`src/rtl/id_bypass_scoreboard_pkg.sv`:
```
// Shared MIPS32 pipeline definitions: register address width, bypass stage numbering
// and the scoreboard entry layout.
package mips_pipe_pkg;

  localparam int REG_AW        = 5;
  localparam int FWD_DEPTH_DEF = 3;
  localparam int FWD_SRC_RF    = 0;

  localparam int STG_IDEX  = 1;
  localparam int STG_EXMEM = 2;
  localparam int STG_MEMWB = 3;

  typedef struct packed {
    logic              v;
    logic [REG_AW-1:0] rd;
    logic              ld;
  } sb_entry_t;

endpackage

```
`src/rtl/id_bypass_scoreboard_if.sv`:
```
// ID-stage bypass bus: operand/destination info from decode, select and stall back to it.
interface id_bypass_scoreboard_if #(
  parameter int NUM_SRC = 2,
  parameter int REG_AW  = 5,
  parameter int SEL_W   = 2
);
  logic                      id_valid;
  logic [NUM_SRC*REG_AW-1:0] id_src;
  logic [NUM_SRC-1:0]        id_src_used;
  logic [REG_AW-1:0]         id_rd;
  logic                      id_reg_write;
  logic                      id_is_load;
  logic                      flush;
  logic [NUM_SRC*SEL_W-1:0]  fwd_sel;
  logic                      stall;
  logic [31:0]               stall_cycles;

  modport master (
    output id_valid, id_src, id_src_used, id_rd, id_reg_write, id_is_load, flush,
    input  fwd_sel, stall, stall_cycles
  );

  modport slave (
    input  id_valid, id_src, id_src_used, id_rd, id_reg_write, id_is_load, flush,
    output fwd_sel, stall, stall_cycles
  );
endinterface

```
`src/rtl/id_bypass_scoreboard_prio_sel.sv`:
```
// Per-operand priority encoder: picks the youngest matching stage and reports
// whether that producer's result is still unavailable.
module bypass_prio_sel #(
  parameter int FWD_DEPTH = 3,
  parameter int SEL_W     = 2
) (
  input  logic [FWD_DEPTH-1:0] match,
  input  logic [FWD_DEPTH-1:0] ready,
  output logic [SEL_W-1:0]     sel,
  output logic                 not_ready
);

  // Scan oldest to youngest so the youngest match is the last one written.
  always_comb begin
    sel       = '0;
    not_ready = 1'b0;
    for (int k = FWD_DEPTH; k >= 1; k--) begin
      if (match[k-1]) begin
        sel       = SEL_W'(k);
        not_ready = ~ready[k-1];
      end
    end
  end

endmodule

```
`src/rtl/id_bypass_scoreboard.sv`:
```
// ID-stage operand bypass select and load-use interlock driven by a shift-register
// scoreboard of in-flight destinations, plus a saturating stall-cycle counter.
module id_bypass_scoreboard #(
  parameter int NUM_SRC    = 2,
  parameter int FWD_DEPTH  = mips_pipe_pkg::FWD_DEPTH_DEF,
  parameter int REG_AW     = mips_pipe_pkg::REG_AW,
  parameter int ALU_READY  = 2,
  parameter int LOAD_READY = 3
) (
  input  logic                 clk,
  input  logic                 reset,
  id_bypass_scoreboard_if.slave sb
);
  import mips_pipe_pkg::*;

  localparam int SEL_W = $clog2(FWD_DEPTH + 1);

  if (!(ALU_READY >= 1 && ALU_READY <= LOAD_READY && LOAD_READY <= FWD_DEPTH)) begin : g_bad_ready
    $error("id_bypass_scoreboard: need 1 <= ALU_READY <= LOAD_READY <= FWD_DEPTH");
  end
  if (REG_AW != mips_pipe_pkg::REG_AW) begin : g_bad_aw
    $error("id_bypass_scoreboard: REG_AW must match the pipeline package");
  end

  logic [FWD_DEPTH-1:0] v_q;
  logic [FWD_DEPTH-1:0] ld_q;
  logic [REG_AW-1:0]    rd_q [FWD_DEPTH];
  logic [FWD_DEPTH-1:0] rdy;
  logic [NUM_SRC-1:0]   nr;
  logic [NUM_SRC*SEL_W-1:0] sel_all;
  logic                 stall;
  logic [31:0]          stall_cnt;
  logic [31:0]          stall_cnt_nxt;
  sb_entry_t            ent_in;

  function automatic logic [31:0] sat_inc(input logic [31:0] x);
    return (x == 32'hFFFF_FFFF) ? x : x + 32'd1;
  endfunction

  // Stalled or flushed instructions enter as bubbles; r0 is never tracked.
  always_comb begin
    ent_in.v  = sb.id_valid & sb.id_reg_write & (sb.id_rd != '0) & ~stall & ~sb.flush;
    ent_in.rd = sb.id_rd;
    ent_in.ld = sb.id_is_load;
  end

  // Stage boundary: ID -> scoreboard entry 1, entry k -> entry k+1.
  always_ff @(posedge clk) begin
    if (reset) begin
      v_q <= '0;
    end else begin
      for (int k = FWD_DEPTH - 1; k >= 1; k--) v_q[k] <= v_q[k-1];
      v_q[STG_IDEX-1] <= ent_in.v;
    end
  end

  always_ff @(posedge clk) begin
    for (int k = FWD_DEPTH - 1; k >= 1; k--) begin
      rd_q[k] <= rd_q[k-1];
      ld_q[k] <= ld_q[k-1];
    end
    rd_q[STG_IDEX-1] <= ent_in.rd;
    ld_q[STG_IDEX-1] <= ent_in.ld;
  end

  always_comb begin
    rdy = '0;
    for (int k = 0; k < FWD_DEPTH; k++) begin
      rdy[k] = ld_q[k] ? ((k + 1) >= LOAD_READY) : ((k + 1) >= ALU_READY);
    end
  end

  for (genvar i = 0; i < NUM_SRC; i++) begin : g_src
    logic [REG_AW-1:0]    src;
    logic [FWD_DEPTH-1:0] match;
    logic [SEL_W-1:0]     sel;

    assign src = sb.id_src[i*REG_AW +: REG_AW];

    always_comb begin
      match = '0;
      for (int k = 0; k < FWD_DEPTH; k++) begin
        match[k] = sb.id_src_used[i] & v_q[k] & (rd_q[k] == src) & (src != '0);
      end
    end

    bypass_prio_sel #(
      .FWD_DEPTH (FWD_DEPTH),
      .SEL_W     (SEL_W)
    ) u_sel (
      .match     (match),
      .ready     (rdy),
      .sel       (sel),
      .not_ready (nr[i])
    );

    assign sel_all[i*SEL_W +: SEL_W] = sel;
  end

  // Flush squashes the ID instruction, so it can never be held.
  assign stall         = sb.id_valid & ~sb.flush & (|nr);
  assign stall_cnt_nxt = stall ? sat_inc(stall_cnt) : stall_cnt;

  always_ff @(posedge clk) begin
    if (reset) stall_cnt <= '0;
    else       stall_cnt <= stall_cnt_nxt;
  end

  assign sb.fwd_sel      = sel_all;
  assign sb.stall        = stall;
  assign sb.stall_cycles = stall_cnt;

endmodule
```
`src/flat_wrapper.sv`:
```
// flat-port wrapper written by rule: the top's interface ports become plain ports
module id_bypass_scoreboard_flat import mips_pipe_pkg::*;
#(
  parameter int NUM_SRC    = 2,
  parameter int FWD_DEPTH  = mips_pipe_pkg::FWD_DEPTH_DEF,
  parameter int REG_AW     = mips_pipe_pkg::REG_AW,
  parameter int ALU_READY  = 2,
  parameter int LOAD_READY = 3
)
  (clk, reset, sb_id_valid, sb_id_src, sb_id_src_used, sb_id_rd, sb_id_reg_write, sb_id_is_load, sb_flush, sb_fwd_sel, sb_stall, sb_stall_cycles);
  id_bypass_scoreboard_if #(.NUM_SRC(NUM_SRC), .REG_AW(REG_AW)) sb_i ();
  input  logic clk;
  input  logic reset;
  input wire logic [$bits(sb_i.id_valid)-1:0] sb_id_valid;
  input wire logic [$bits(sb_i.id_src)-1:0] sb_id_src;
  input wire logic [$bits(sb_i.id_src_used)-1:0] sb_id_src_used;
  input wire logic [$bits(sb_i.id_rd)-1:0] sb_id_rd;
  input wire logic [$bits(sb_i.id_reg_write)-1:0] sb_id_reg_write;
  input wire logic [$bits(sb_i.id_is_load)-1:0] sb_id_is_load;
  input wire logic [$bits(sb_i.flush)-1:0] sb_flush;
  output wire logic [$bits(sb_i.fwd_sel)-1:0] sb_fwd_sel;
  output wire logic [$bits(sb_i.stall)-1:0] sb_stall;
  output wire logic [$bits(sb_i.stall_cycles)-1:0] sb_stall_cycles;
  assign sb_i.id_valid = sb_id_valid;
  assign sb_i.id_src = sb_id_src;
  assign sb_i.id_src_used = sb_id_src_used;
  assign sb_i.id_rd = sb_id_rd;
  assign sb_i.id_reg_write = sb_id_reg_write;
  assign sb_i.id_is_load = sb_id_is_load;
  assign sb_i.flush = sb_flush;
  assign sb_fwd_sel = sb_i.fwd_sel;
  assign sb_stall = sb_i.stall;
  assign sb_stall_cycles = sb_i.stall_cycles;
  id_bypass_scoreboard #(.NUM_SRC(NUM_SRC), .FWD_DEPTH(FWD_DEPTH), .REG_AW(REG_AW), .ALU_READY(ALU_READY), .LOAD_READY(LOAD_READY)) u_core (.clk(clk), .reset(reset), .sb(sb_i));
endmodule
```
`config.mk`:
```
export PLATFORM = sky130hd
export DESIGN_NAME = id_bypass_scoreboard_flat
export DESIGN_NICKNAME = d
export VERILOG_FILES = /design/src/rtl/id_bypass_scoreboard_pkg.sv /design/src/rtl/id_bypass_scoreboard_if.sv /design/src/rtl/id_bypass_scoreboard_prio_sel.sv /design/src/rtl/id_bypass_scoreboard.sv /design/src/flat_wrapper.sv
export SDC_FILE = /design/constraint.sdc
export NUM_CORES = 1
export LEC_CHECK = 0
export CORE_UTILIZATION = 45
export CTS_CLUSTER_SIZE = 40
export DETAILED_ROUTE_END_ITERATION = 8
export GPL_TIMING_DRIVEN = 0
export PLACE_DENSITY = 0.74
export SYNTH_ARGS = -nofsm -noshare
export SYNTH_HDL_FRONTEND = slang
export SYNTH_SLANG_ARGS = --single-unit
```
`constraint.sdc`:
```
create_clock -name clk -period 4.13 [get_ports clk]
set_clock_uncertainty 0.15 [all_clocks]
set_input_delay 0.413 -clock clk [delete_from_list [all_inputs] [get_ports clk]]
set_output_delay 0.413 -clock clk [all_outputs]
set_load 0.05 [all_outputs]
```
# == Word level (Yosys, flattened, before mapping) ==
# Memory sizes are Yosys's and may differ from the RTL's.
# Index checks and enable logic that the tools add are counted.
# word_totals
ff_bits,37
ramBits,15
inputBits,23
output_inout_bits,37
elab_cells,54
n_memories,1
# memory_table
memory,depth,word_bits,read_ports,rd_clocked_by_memory_dff,write_ports,line_no,source
u_core.rd_q,3,5,3,0,3,id_bypass_scoreboard.sv:27,logic [REG_AW-1:0] rd_q [FWD_DEPTH];
# classes
n_addsub,1
eq_ne,7
muxes,10
bitwise,27
n_reduce_logical,5
# op_table
op,count
"32-bit by 1-bit adder with 32-bit output, second input constant",1
"32-bit == test, second input constant",1
5-bit == test,6
1-bit bitwise AND,24
5-bit nonzero test,3
2-bit two-way mux,6
1-bit two-way mux,4
1-bit NOT,3
2-bit AND reduction,1
2-bit OR reduction,1

# == Depth between registers and ports, before layout ==
# An unclocked memory read counts as a cell.
# logic_depth
ltp_word,11
depth_mapped,9
mapped_depth_nobuf,8

# == Cells and area by module ==
# Synthesis repeated with hierarchy kept, for this count alone.
# hier_totals
hier_cells,309
area_unflattened_um2,2761.4
# modules_own_cells
module,n_inst,cells_each,area_each_um2
id_bypass_scoreboard,1,293,2668.8
bypass_prio_sel,2,8,46.3

# == Least setup slack after synthesis ==
# No wires, ideal clock.
# synth_path
kind,input to output
start,input port sb_id_src[1]
end,output port sb_fwd_sel[0]
t_arrival_ns,2.411
required_time_ns,3.567
slack_ns,1.156
cell_stages,4
path_cell_list,or4_1 > o21a_1 > and4_1 > o21ai_0
# synth_via
elab_chain_cells,6
elab_cells_between_ends,13
# synth_rtl
element,line_no,source
start: declaration,flat_wrapper.sv:15,input wire logic [$bits(sb_i.id_src)-1:0] sb_id_src;
5-bit == test,id_bypass_scoreboard.sv:83,match[k] = sb.id_src_used[i] & v_q[k] & (rd_q[k] == src) & (src != '0);
1-bit bitwise AND (2 in a row),id_bypass_scoreboard.sv:83,
2-bit two-way mux (2 in a row),id_bypass_scoreboard_prio_sel.sv:18,if (match[k-1]) begin
2-bit two-way mux (*),id_bypass_scoreboard_prio_sel.sv:18,
end: declaration,flat_wrapper.sv:21,output wire logic [$bits(sb_i.fwd_sel)-1:0] sb_fwd_sel;
# Every way passes the cells marked *; elsewhere a longest branch is shown, timed or not.

# == Worst setup path in the final report ==
# layout_path
start,input port sb_id_src[1]
end,output port sb_stall
# layout_via
elab_chain_cells,7
elab_cells_between_ends,11
# layout_rtl
element,line_no,source
5-bit == test,id_bypass_scoreboard.sv:83,
1-bit bitwise AND (2 in a row),id_bypass_scoreboard.sv:83,
1-bit two-way mux,id_bypass_scoreboard_prio_sel.sv:18,
1-bit two-way mux (*),id_bypass_scoreboard_prio_sel.sv:18,
2-bit OR reduction (*),id_bypass_scoreboard.sv:101,assign stall = sb.id_valid & ~sb.flush & (|nr);
1-bit bitwise AND (*),id_bypass_scoreboard.sv:101,
end: declaration,flat_wrapper.sv:22,output wire logic [$bits(sb_i.stall)-1:0] sb_stall;
# Marked as above.

==> out/results.md <==
### Status
- **result of the run** finished, final reports clean

### Floorplan
- **x dimension of the die** 76.5 µm
- **starting density of the core** 0.477
- **Vert. Die Dim** 76.5 µm
- **Die Footprint** 5850 µm²
- **number of I/O pins** 60
- **CORE AREA** 5240 µm²
- **number of core rows** 26

### Worst setup path
- **sort of element at the start of the critical path** primary input
- **class of the most critical setup path** primary input to output pin
- **CP endpoint kind** output pin
- **capture point of the critical path** sb_stall
- **reg-to-reg slack, setup** 1.50 ns
- **signal arrival time at the worst endpoint** 3.23 ns
- **launch instance of the worst register-to-register path** u_core.rd_q[0][7]
- **logic depth of the worst register-to-register path** 8
- **peak fanout along the critical path** 6
- **most used cell, CP** sky130_fd_sc_hd__clkdlybuf4s50_1
- **delay of the slowest critical-path stage** 0.73 ns
- **CP cell instances** clkdlybuf4s50_1, or4_1, o21a_1, and4_1, o211ai_2, and2_2, inv_1, clkdlybuf4s50_1
- **cell with the biggest individual delay on the critical path** sky130_fd_sc_hd__clkdlybuf4s50_1
- **required arrival time at the worst endpoint** 3.57 ns
- **terminus of the critical flop-to-flop path** u_core.sb.stall_cycles[21]
- **worst setup path startpoint** sb_id_src[1]

### Route
- **remaining routing DRC violations** 0
- **post-route ant nets** 0
- **average wire per standard cell** 15.2 µm
- **Vias/cell** 5.67
- **Pre-antenna DRT Iters** 4
- **total length of routed wires** 6320 µm
- **violation count after the first detailed-routing iteration** 110
- **vias** 2,357

### STA
- **setup repair after global routing missed its margin** no
- **worst slew pin tran** 0.522 ns
- **Tmin final** 3.79 ns
- **setup-violating endpoint count in the final report** 0
- **final number of hold-violating endpoints** 0
- **setup TNS** 0 ns
- **slew margin rel.** 0.651
- **highest achievable clock rate** 264 MHz
- **crit share post-route** 0.917
- **Max Slew Vio Count** 0

### Clock tree
- **cell chosen for the clock root** sky130_fd_sc_hd__clkbuf_8
- **Hold Buf Count CTS** 0
- **Clock Tree Buf Depth** 2
- **Worst-path clk slew** 0.09 ns
- **Sink Count** 52
- **Clk Latency, worst-skew pair** 0.31 ns
- **cells resized by post-CTS repair** 0
- **CTS Buf Count** 5
- **clock tree from TritonCTS** done
- **Setup Buffers After CTS** 0
- **H-tree lvl count** 2

### Power and ir drop
- **Static Leakage** 1.06 nW
- **worst IR drop on VDD** 173 µV
- **total power per unit cell area** 273 nW/µm²

### Global route
- **global-route wire length before repair** 10,600 µm
- **total global routing overflow** 0
- **number of antenna violations at the first check in global routing** 0
- **largest net degree at the start of global routing** 16
- **GRT Util Overall** 0.227
- **vias in the first global route** 2,178

### Yosys
- **flip-flop and latch count after synthesis** 52
- **count of unique library cells instantiated by Yosys** 39
- **Post-synth EDFFs** 0
- **Synth area leaders** sky130_fd_sc_hd__dfxtp_1 (42%), sky130_fd_sc_hd__xor2_1 (8.8%), sky130_fd_sc_hd__a21oi_1 (5.4%)
- **portion of the post-synthesis area used by sequential elements** 0.417
- **area share of the leading cell type in the synthesized netlist** 0.417
- **mean instance size in the synthesized netlist** 8.91 µm²
- **cell area after synthesis** 2500 µm²
- **number of nets in the synthesized netlist** 304
- **predominant post-synthesis flop cell** sky130_fd_sc_hd__dfxtp_1
- **cell taking the most area after synthesis** sky130_fd_sc_hd__dfxtp_1
- **Yosys Warn Count** 0
- **instance count of the mapped netlist** 280
- **share of flip-flops with an asynchronous set or reset** 0

### Layout
- **layout overhead on the synthesized area** 30.5%
- **most common cell after layout, fill and taps aside** sky130_fd_sc_hd__clkdlybuf4s50_1
- **proportion of layout cells with a drive suffix above 1** 0.0491
- **post-route cell area** 3260 µm²
- **commonest non-fill, non-tap cells in the layout** sky130_fd_sc_hd__clkdlybuf4s50_1 (58), sky130_fd_sc_hd__dfxtp_1 (52), sky130_fd_sc_hd__a21oi_1 (27), sky130_fd_sc_hd__xor2_1 (25)
- **Finished Core Util** 0.622
- **Net count, final** 369
- **number of antenna repair diodes** 0

### Min path
- **path category of the worst min-delay check** flop to flop

### Place
- **Port Buffer Count** 58
- **Placement Cell Area** 3160 µm²
- **GPL Wtd Cong** 0.855
- **Detailed Place HPWL** 4570 µm

### Job
- **max_cap viols** 0

## cell families (layout without fill, tap and decap cells)
kind of cell | after synthesis | in the layout | synth area share
buffers and inverters | 19 | 85 | 0.0436
DFF | 52 | 52 | 0.417
and+or+nand+nor | 107 | 107 | 0.250
adders and majority gates | 1 | 1 | 0.00501
AOI/OAI and AO/OA | 67 | 67 | 0.163
muxes | 2 | 2 | 0.00852
xor gates and xnor gates | 32 | 32 | 0.112
## layer usage
layer | track usage | vias up | wire (µm)
met3 | 0.0455 | 4 | 324
met4 | 0.0692 | 0 | 45
met1 | 0.298 | 1122 | 2940
met5 | 0 | - | 0
met2 | 0.374 | 69 | 3020
li1 | - | 1162 | -
## cells in the mapped netlist (2+ instances only)
| library cell | instances |
|---|---|
| sky130_fd_sc_hd__nand3_1 | 15 |
| sky130_fd_sc_hd__dfxtp_1 | 52 |
| sky130_fd_sc_hd__o21ai_0 | 15 |
| sky130_fd_sc_hd__and4_1 | 2 |
| sky130_fd_sc_hd__o21a_1 | 4 |
| sky130_fd_sc_hd__nor2b_1 | 3 |
| sky130_fd_sc_hd__o21ai_1 | 3 |
| sky130_fd_sc_hd__nand4_1 | 11 |
| sky130_fd_sc_hd__nor4_1 | 7 |
| sky130_fd_sc_hd__inv_1 | 10 |
| sky130_fd_sc_hd__xor2_1 | 25 |
| sky130_fd_sc_hd__o31ai_1 | 11 |
| sky130_fd_sc_hd__or3_1 | 15 |
| sky130_fd_sc_hd__nor2_1 | 11 |
| sky130_fd_sc_hd__xnor2_1 | 7 |
| sky130_fd_sc_hd__nor3_1 | 2 |
| sky130_fd_sc_hd__buf_6 | 5 |
| sky130_fd_sc_hd__a21oi_1 | 27 |
| sky130_fd_sc_hd__nand2_1 | 15 |
| sky130_fd_sc_hd__and3_1 | 4 |
| sky130_fd_sc_hd__or4_1 | 15 |
| sky130_fd_sc_hd__clkbuf_1 | 4 |
## where the power goes
part / leakage (nW) / switching (mW) / internal (mW)
combinational: 0.591 / 0.0301 / 0.0349
clock: 0.0445 / 0.168 / 0.137
sequential: 0.425 / 0.00829 / 0.510
## sequential cells by signal, indices dropped and copies added, names as in the netlist
register / count
u_core.rd_q: 15
u_core.sb.stall_cycles: 32
u_core.v_q: 3
u_core.ld_q: 2
## per-stage QoR
stage,instances,worst slack (ns),hold WS (ns),total power [mW]
final,416,0.341,0.189,0.888
after global routing,416,0.183,0.210,0.925
after CTS,416,0.341,0.193,0.893
after detailed placement,408,0.354,0.174,0.596
after global placement,408,0.377,0.166,0.594
after floorplan,280,1.16,0.160,0.559
## worst max-delay path: cells and delay by family
family	cells	cell delay, ns
buffers and inverters	3	1.35
and+or+nand+nor	3	1.02
AOI/OAI and AO/OA	2	0.45
## worst min path at each step
| stage | startpoint | endpoint | slack, ns | cells past startpoint |
|---|---|---|---|---|
| after CTS | u_core.ld_q[0] | u_core.ld_q[1] | 0.19 | 0 |
| after global placement | u_core.ld_q[0] | u_core.ld_q[1] | 0.17 | 0 |
| final | u_core.ld_q[0] | u_core.ld_q[1] | 0.19 | 0 |
| after global routing | u_core.ld_q[0] | u_core.ld_q[1] | 0.21 | 0 |
| after floorplan | u_core.ld_q[0] | u_core.ld_q[1] | 0.16 | 0 |
| after detailed placement | u_core.ld_q[0] | u_core.ld_q[1] | 0.17 | 0 |
## cell type report
type	count	area (µm²)
Sequential cell	52	1040
Timing Repair Buffer	58	581
Buffer	9	71.3
Multi-Input combinational cell	209	1350
Fill cell	460	1980
Tap cell	70	87.6
Clock inverter	1	7.51
Inverter	10	37.5
Clock buffer	7	86.3
(Power assumes the default switching activity.)
